## src/rtl/plot_pkg.sv

```systemverilog
// rtl/plot_pkg.sv - shared constants, types and address helper for plot_receiver
//
// Contents:
//   SCR_W_DEF, SCR_H_DEF  default screen size in pixels
//   X_W, Y_W, C_W         coordinate and colour widths
//   ADDR_W, PAYLOAD_W     framebuffer address width, FIFO payload width
//   state_t               command FSM states
//   pix_addr()            linear framebuffer address of a pixel
package plot_pkg;

  localparam int SCR_W_DEF = 160;
  localparam int SCR_H_DEF = 120;
  localparam int X_W       = 8;
  localparam int Y_W       = 7;
  localparam int C_W       = 3;
  localparam int ADDR_W    = 15;
  localparam int PAYLOAD_W = X_W + Y_W + C_W;

  typedef enum logic {
    IDLE    = 1'b0,
    RD_WAIT = 1'b1
  } state_t;

  // y*scr_w + x; with a constant scr_w this reduces to shifts and adds.
  function automatic logic [ADDR_W-1:0] pix_addr(input logic [X_W-1:0] px,
                                                 input logic [Y_W-1:0] py,
                                                 input int scr_w);
    int lin;
    lin = int'(py) * scr_w + int'(px);
    return ADDR_W'(lin);
  endfunction

endpackage

```

## src/rtl/plot_fifo.sv

```systemverilog
// rtl/plot_fifo.sv - plot-command FIFO holding {x,y,colour} entries
//
// Ports:
//   clk, reset  clock, synchronous active-high reset
//   push, pop   write / read strobes (ignored when full / empty)
//   din, dout   18-bit {x,y,colour} payload in, head entry out
//   full, empty occupancy flags decoded from the registered count
module plot_fifo
  import plot_pkg::*;
#(
  parameter int depth = 4
) (
  input  logic                 clk,
  input  logic                 reset,
  input  logic                 push,
  input  logic                 pop,
  input  logic [PAYLOAD_W-1:0] din,
  output logic [PAYLOAD_W-1:0] dout,
  output logic                 full,
  output logic                 empty
);

  localparam int AW = $clog2(depth);
  localparam int CW = AW + 1;

  logic [PAYLOAD_W-1:0] mem [depth];
  logic [AW-1:0]        wr_ptr;
  logic [AW-1:0]        rd_ptr;
  logic [CW-1:0]        count;
  logic                 do_push;
  logic                 do_pop;

  assign do_push = push && !full;
  assign do_pop  = pop && !empty;
  assign full    = (count == CW'(depth));
  assign empty   = (count == '0);
  assign dout    = mem[rd_ptr];

  always_ff @(posedge clk) begin
    if (do_push) mem[wr_ptr] <= din;
  end

  // Pointers wrap naturally because depth is a power of two.
  always_ff @(posedge clk) begin
    if (reset) begin
      wr_ptr <= '0;
      rd_ptr <= '0;
      count  <= '0;
    end else begin
      if (do_push) wr_ptr <= wr_ptr + AW'(1);
      if (do_pop)  rd_ptr <= rd_ptr + AW'(1);
      if (do_push && !do_pop)      count <= count + CW'(1);
      else if (!do_push && do_pop) count <= count - CW'(1);
    end
  end

endmodule

```

## src/rtl/plot_receiver.sv

```systemverilog
// rtl/plot_receiver.sv - buffers plot commands into framebuffer writes, with optional pixel readback
//
// Configuration macro: PLOT_READBACK_EN (defined: readback path present;
// undefined: fb_re, rd_valid, rd_colour tied to 0 and rd_* / fb_rdata ignored).
//
// Ports:
//   clk, reset             clock, synchronous active-high reset
//   plot, x, y, colour     plot command, sampled on every edge with plot=1
//   busy                   FIFO full; a plot while busy is dropped
//   fb_we, fb_re           framebuffer write / read strobes (never both)
//   fb_addr, fb_wdata      framebuffer address and write colour
//   fb_rdata               framebuffer read colour, one cycle after fb_re
//   rd_req, rd_x, rd_y     readback request level and pixel
//   rd_valid, rd_colour    readback result pulse and colour
//   drop_cnt               saturating count of clipped or overflowed plots
module plot_receiver
  import plot_pkg::*;
#(
  parameter int FIFO_DEPTH = 4,
  parameter int SCR_W      = SCR_W_DEF,
  parameter int SCR_H      = SCR_H_DEF
) (
  input  logic              clk,
  input  logic              reset,
  input  logic              plot,
  input  logic [X_W-1:0]    x,
  input  logic [Y_W-1:0]    y,
  input  logic [C_W-1:0]    colour,
  output logic              busy,
  output logic              fb_we,
  output logic              fb_re,
  output logic [ADDR_W-1:0] fb_addr,
  output logic [C_W-1:0]    fb_wdata,
  input  logic [C_W-1:0]    fb_rdata,
  input  logic              rd_req,
  input  logic [X_W-1:0]    rd_x,
  input  logic [Y_W-1:0]    rd_y,
  output logic              rd_valid,
  output logic [C_W-1:0]    rd_colour,
  output logic [7:0]        drop_cnt
);

  state_t               state;
  state_t               state_n;
  logic                 in_range;
  logic                 push;
  logic                 pop;
  logic                 full;
  logic                 empty;
  logic                 drop;
  logic                 rd_start;
  logic                 rd_done;
  logic                 rd_issue;
  logic [PAYLOAD_W-1:0] head;
  logic [X_W-1:0]       head_x;
  logic [Y_W-1:0]       head_y;
  logic [C_W-1:0]       head_c;

  assign in_range = (32'(x) < SCR_W) && (32'(y) < SCR_H);
  // A full buffer rejects the plot even when this edge also pops.
  assign push     = plot && in_range && !full;
  assign drop     = plot && !push;
  assign busy     = full;

  assign head_x = head[PAYLOAD_W-1 -: X_W];
  assign head_y = head[C_W +: Y_W];
  assign head_c = head[C_W-1:0];

  plot_fifo #(
    .depth (FIFO_DEPTH)
  ) u_fifo (
    .clk   (clk),
    .reset (reset),
    .push  (push),
    .pop   (pop),
    .din   ({x, y, colour}),
    .dout  (head),
    .full  (full),
    .empty (empty)
  );

  always_ff @(posedge clk) begin
    if (reset) state <= IDLE;
    else       state <= state_n;
  end

  // Reads win over pending writes; writes only leave from IDLE.
  always_comb begin
    state_n  = state;
    rd_issue = 1'b0;
    pop      = 1'b0;
    case (state)
      IDLE: begin
        if (rd_start) begin
          rd_issue = 1'b1;
          state_n  = RD_WAIT;
        end else if (!empty) begin
          pop = 1'b1;
        end
      end
      RD_WAIT: begin
        if (rd_done) state_n = IDLE;
      end
      default: state_n = IDLE;
    endcase
  end

  always_ff @(posedge clk) begin
    if (reset) begin
      fb_we    <= 1'b0;
      fb_addr  <= '0;
      fb_wdata <= '0;
      drop_cnt <= '0;
    end else begin
      fb_we <= pop;
      if (pop) begin
        fb_addr  <= pix_addr(head_x, head_y, SCR_W);
        fb_wdata <= head_c;
      end else if (rd_issue) begin
        fb_addr  <= pix_addr(rd_x, rd_y, SCR_W);
      end
      if (drop && drop_cnt != 8'hFF) drop_cnt <= drop_cnt + 8'd1;
    end
  end

`ifdef PLOT_READBACK_EN
  logic rd_phase;
  logic rd_oor;
  logic rd_hit;

  assign rd_hit   = (32'(rd_x) < SCR_W) && (32'(rd_y) < SCR_H);
  assign rd_start = rd_req;
  // RD_WAIT spans two edges: the first lets the framebuffer answer,
  // the second captures fb_rdata.
  assign rd_done  = rd_phase;

  always_ff @(posedge clk) begin
    if (reset) begin
      fb_re     <= 1'b0;
      rd_valid  <= 1'b0;
      rd_colour <= '0;
      rd_phase  <= 1'b0;
      rd_oor    <= 1'b0;
    end else begin
      fb_re    <= rd_issue && rd_hit;
      rd_valid <= (state == RD_WAIT) && rd_phase;
      rd_phase <= (state == RD_WAIT) && !rd_phase;
      if (rd_issue) rd_oor <= !rd_hit;
      if (state == RD_WAIT && rd_phase) rd_colour <= rd_oor ? '0 : fb_rdata;
    end
  end
`else
  logic unused_rb;
  assign unused_rb = ^{rd_req, rd_x, rd_y, fb_rdata};
  assign rd_start  = 1'b0;
  assign rd_done   = 1'b1;
  assign fb_re     = 1'b0;
  assign rd_valid  = 1'b0;
  assign rd_colour = '0;
`endif

endmodule

```

## config.mk

```make
export PLATFORM = sky130hd
export DESIGN_NAME = plot_receiver
export DESIGN_NICKNAME = d
export VERILOG_FILES = /design/src/rtl/plot_pkg.sv /design/src/rtl/plot_fifo.sv /design/src/rtl/plot_receiver.sv
export SDC_FILE = /design/constraint.sdc
export NUM_CORES = 1
export LEC_CHECK = 0
export CAP_MARGIN = 20
export CELL_PAD_IN_SITES_DETAIL_PLACEMENT = 0
export CELL_PAD_IN_SITES_GLOBAL_PLACEMENT = 1
export CORE_MARGIN = 2
export CORE_UTILIZATION = 44
export CTS_CLUSTER_DIAMETER = 80
export DETAILED_ROUTE_END_ITERATION = 16
export PLACE_DENSITY_LB_ADDON = 0.05
export RECOVER_POWER = 50
export SLEW_MARGIN = 10
export SYNTH_ARGS = -nofsm -noshare
export SYNTH_HDL_FRONTEND = slang
export SYNTH_HIERARCHICAL = 1
export SYNTH_SLANG_ARGS = --single-unit
export TNS_END_PERCENT = 1
```

## constraint.sdc

```tcl
create_clock -name clk -period 3.8 [get_ports clk]
set_clock_uncertainty 0.15 [all_clocks]
set_input_delay 0.76 -clock clk [delete_from_list [all_inputs] [get_ports clk]]
set_output_delay 0.76 -clock clk [all_outputs]
set_load 0.01 [all_outputs]
```

==> impl_metrics.sql <==
INSERT INTO impl_metrics (metric_group, metric, value, unit) VALUES
('clock_network', 'clock-root-buffer', 'sky130_fd_sc_hd__clkbuf_8', ''),
('clock_network', 'clk-insertion-delay-late', '0.37', 'ns'),
('logic_synthesis', 'ys.flop_type', 'sky130_fd_sc_hd__edfxtp_1', ''),
('logic_synthesis', 'ys_seq_area_frac', '0.6217', ''),
('route', 'wire_per_inst', '15.75', 'um'),
('critical_path', 'reg2reg_depth', '9', ''),
('critical_path', 'arrival', '3.53', 'ns'),
('power_and_ir_drop', 'peakVddDrop', '0.2516', 'mV'),
('timing', 'final-max-slew-violation-count', '37', ''),
('placement', 'hpwl', '5502', 'um'),
('timing', 'final_min_period_over_clock_period', '0.9013', ''),
('timing', 'hold_slack', '0.3129', 'ns'),
('global_routing', 'global_route.peak_usage_layer', 'met2', ''),
('placement', 'place_congestion', '0.6812', ''),
('logic_synthesis', 'synth_top_area_frac', '0.4663', ''),
('logic_synthesis', 'count_of_different_cell_masters_after_synthesis', '46', ''),
('global_routing', 'grt_pass1_wl', '13440', 'um'),
('global_routing', 'first_global_vias', '2609', ''),
('route', 'viasPerCell', '5.085', ''),
('logic_synthesis', 'mean_area_per_synthesized_cell', '14.58', 'um^2'),
('die', 'die-area', '11380', 'um^2'),
('clock_network', 'cts.reportedPaths.clkPinSlew', '0.11', 'ns'),
('route', 'drt_iter0_markers', '140', ''),
('placement', 'placement.io_buffers', '48', ''),
('route', 'firstDrtPassIters', '6', ''),
('timing', 'max_clock_freq', '292.0', 'MHz'),
('layout', 'area_growth', '18.38', '%'),
('run_status', 'outcome', 'complete, but fails checks', ''),
('critical_path', 'critical_path.max_stage_delay', '0.54', 'ns'),
('die', 'initial_core_util', '0.4512', ''),
('layout', 'final_design_area_no_fill', '5489', 'um^2'),
('critical_path', 'critPathSlowestCell', 'sky130_fd_sc_hd__mux4_2', ''),
('critical_path', 'cp-start-kind', 'register', ''),
('critical_path', 'start_to_end_type_of_the_worst_setup_path', 'register to register', ''),
('critical_path', 'critical_path.cell_chain', 'buf_4 > mux4_2 > ha_1 > fa_1 > xor2_1 > o2111ai_1 > nor4_2 > xnor2_1 > a21oi_1', ''),
('logic_synthesis', 'yosys-top-cells-area', 'sky130_fd_sc_hd__edfxtp_1 47%, sky130_fd_sc_hd__dfxtp_1 16%, sky130_fd_sc_hd__mux4_2 8.7%, sky130_fd_sc_hd__ha_1 5.1%, sky130_fd_sc_hd__nor2_1 2.8%', ''),
('critical_path', 'timing.critical_path.required', '3.90', 'ns'),
('logic_synthesis', 'synth_edf_count', '72', ''),
('layout', 'insertedDiodeCount', '0', ''),
('timing', 'period_needed', '3.425', 'ns'),
('timing', 'slew_headroom', '-0.08212', ''),
('logic_synthesis', 'synth_area', '4637', 'um^2'),
('worst_hold_path', 'hp-start', 'fb_addr[10]$_SDFFE_PP0N_', ''),
('worst_hold_path', 'hp-class', 'register to register', ''),
('clock_network', 'ctsLongestPathBuffers', '2', ''),
('logic_synthesis', 'yosysMostFrequentCell', 'sky130_fd_sc_hd__edfxtp_1', ''),
('global_routing', 'grt_max_degree', '37', ''),
('logic_synthesis', 'ys.warnings.count', '6', ''),
('global_routing', 'gr-usage-met1', '0.2082', ''),
('layout', 'utilization', '0.5341', ''),
('critical_path', 'worstReg2RegEnd', 'fb_addr[13]$_SDFFE_PP0N_', ''),
('global_routing', 'grt_use_total', '0.1568', ''),
('run_status', 'failed_checks', 'max-capacitance violations, max-slew violations', ''),
('placement', 'dpl-instance-area', '5304', 'um^2'),
('flow_run', 'max_cap_viol_count', '1', ''),
('timing', 'number_of_endpoints_with_negative_hold_slack_in_the_final_report', '0', ''),
('clock_network', 'cts_tree', 'yes', ''),
('route', 'drc', '0', ''),
('logic_synthesis', 'yosys_register_bits', '108', ''),
('clock_network', 'numClockSinks', '108', ''),
('clock_network', 'htree_num_levels', '3', ''),
('logic_synthesis', 'ys_async_rst_share', '0', ''),
('die', 'num_io_pins', '73', ''),
('global_routing', 'global_route.usage.met3', '0.03526', ''),
('critical_path', 'critical_path.max_fanout', '6', ''),
('timing', 'final-setup-viol-count', '0', ''),
('power_and_ir_drop', 'power.total', '3.761', 'mW'),
('clock_network', 'tritoncts.num_buffers', '9', ''),
('layout', 'finish.net_count', '440', ''),
('logic_synthesis', 'synthTopCellsByCount', '72 x sky130_fd_sc_hd__edfxtp_1, 36 x sky130_fd_sc_hd__dfxtp_1, 34 x sky130_fd_sc_hd__nor2_1', ''),
('logic_synthesis', 'post_synthesis_cell_count', '318', '');
## layout make-up
type | instances | area (um^2)
repair buffers | 62 | 581.8
multi-input cells | 188 | 1632
clock buffers | 10 | 127.6
fillers | 910 | 4788
well taps | 136 | 170.2
flip-flops and latches | 108 | 2883
clock inverters | 6 | 61.31
inverters | 9 | 33.78
## flip-flops by register name, indices dropped and copies added, names as in the netlist, named ones only
signal and cells:
fb_we 1, u_fifo/rd_ptr 2, u_fifo/count 3, u_fifo/wr_ptr 2, fb_wdata 3, fb_addr 15
u_fifo/mem 72, drop_cnt 8
## worst max-delay path, delay by kind of cell (launching register included)
kind	cells	cell delay, ns
flip-flops	1	0.53
multiplexers	1	0.54
buffers and inverters	1	0.20
adder cells (fa/ha/maj)	2	0.85
AND/OR/NAND/NOR	1	0.34
XOR/XNOR	2	0.39
AO/OA/AOI/OAI	2	0.32
## layer usage
metal	vias up	share of wire	wire length, um
met4	0	0.013	103
li1	1298	-	-
met5	-	0	0
met3	9	0.032	261
met1	1286	0.47	3840
met2	46	0.49	3967
## worst max path at each step
| stage | startpoint | to | slack, ns |
|---|---|---|---|
| after floorplan | register | fb_addr[13]$_SDFFE_PP0N_ | 0.50 |
| after global placement | register | fb_addr[13]$_SDFFE_PP0N_ | 0.33 |
| after detailed placement | register | fb_addr[13]$_SDFFE_PP0N_ | 0.30 |
| after CTS | register | fb_addr[13]$_SDFFE_PP0N_ | 0.27 |
| after global routing | register | fb_addr[13]$_SDFFE_PP0N_ | 0.08 |
| final | register | fb_addr[13]$_SDFFE_PP0N_ | 0.38 |
## power breakdown
part | internal [mW] | switching (mW)
Combinational | 0.772 | 0.816
Clock | 0.253 | 0.413
Sequential | 1.41 | 0.0960
Total | 2.44 | 1.32
## layout by cell type, fill, tap and decap left out, types with 3 or more instances in the layout
master and n:
sky130_fd_sc_hd__edfxtp_1 72, sky130_fd_sc_hd__clkbuf_8 9, sky130_fd_sc_hd__clkinv_4 3, sky130_fd_sc_hd__nor2_1 34, sky130_fd_sc_hd__buf_4 13, sky130_fd_sc_hd__a21oi_1 10, sky130_fd_sc_hd__mux2i_1 11, sky130_fd_sc_hd__a211oi_1 3
sky130_fd_sc_hd__dlygate4sd3_1 38, sky130_fd_sc_hd__nand2_1 11, sky130_fd_sc_hd__dfxtp_1 36, sky130_fd_sc_hd__inv_1 9, sky130_fd_sc_hd__xor2_1 6, sky130_fd_sc_hd__clkdlybuf4s50_1 10, sky130_fd_sc_hd__o21ai_0 9, sky130_fd_sc_hd__ha_1 19
sky130_fd_sc_hd__fa_1 3, sky130_fd_sc_hd__mux4_2 18, sky130_fd_sc_hd__nor4_1 3, sky130_fd_sc_hd__and2_1 4, sky130_fd_sc_hd__nand2b_1 3, sky130_fd_sc_hd__nand3_1 4, sky130_fd_sc_hd__xnor2_1 12, sky130_fd_sc_hd__conb_1 5
## per-stage QoR
stage | std cells | worst slack [ns]
global placement | 503 | 0.3296
finish | 519 | 0.3752
CTS | 519 | 0.2674
detailed placement | 503 | 0.3021
floorplan | 322 | 0.5003
global route | 519 | 0.07704
## cell families (layout without fill, tap and decap cells)
logic type / after synthesis / after routing / synth area share
AO/OA/AOI/OAI: 37 / 37 / 0.05289
other: 1 / 5 / 0.0008087
adder cells (fa/ha/maj): 22 / 22 / 0.06422
buffers and inverters: 26 / 87 / 0.03076
AND/OR/NAND/NOR: 77 / 77 / 0.08445
flip-flops: 108 / 108 / 0.6217
multiplexers: 29 / 29 / 0.1112
XOR/XNOR: 18 / 18 / 0.03400
Power figures use the tool's default switching activity.
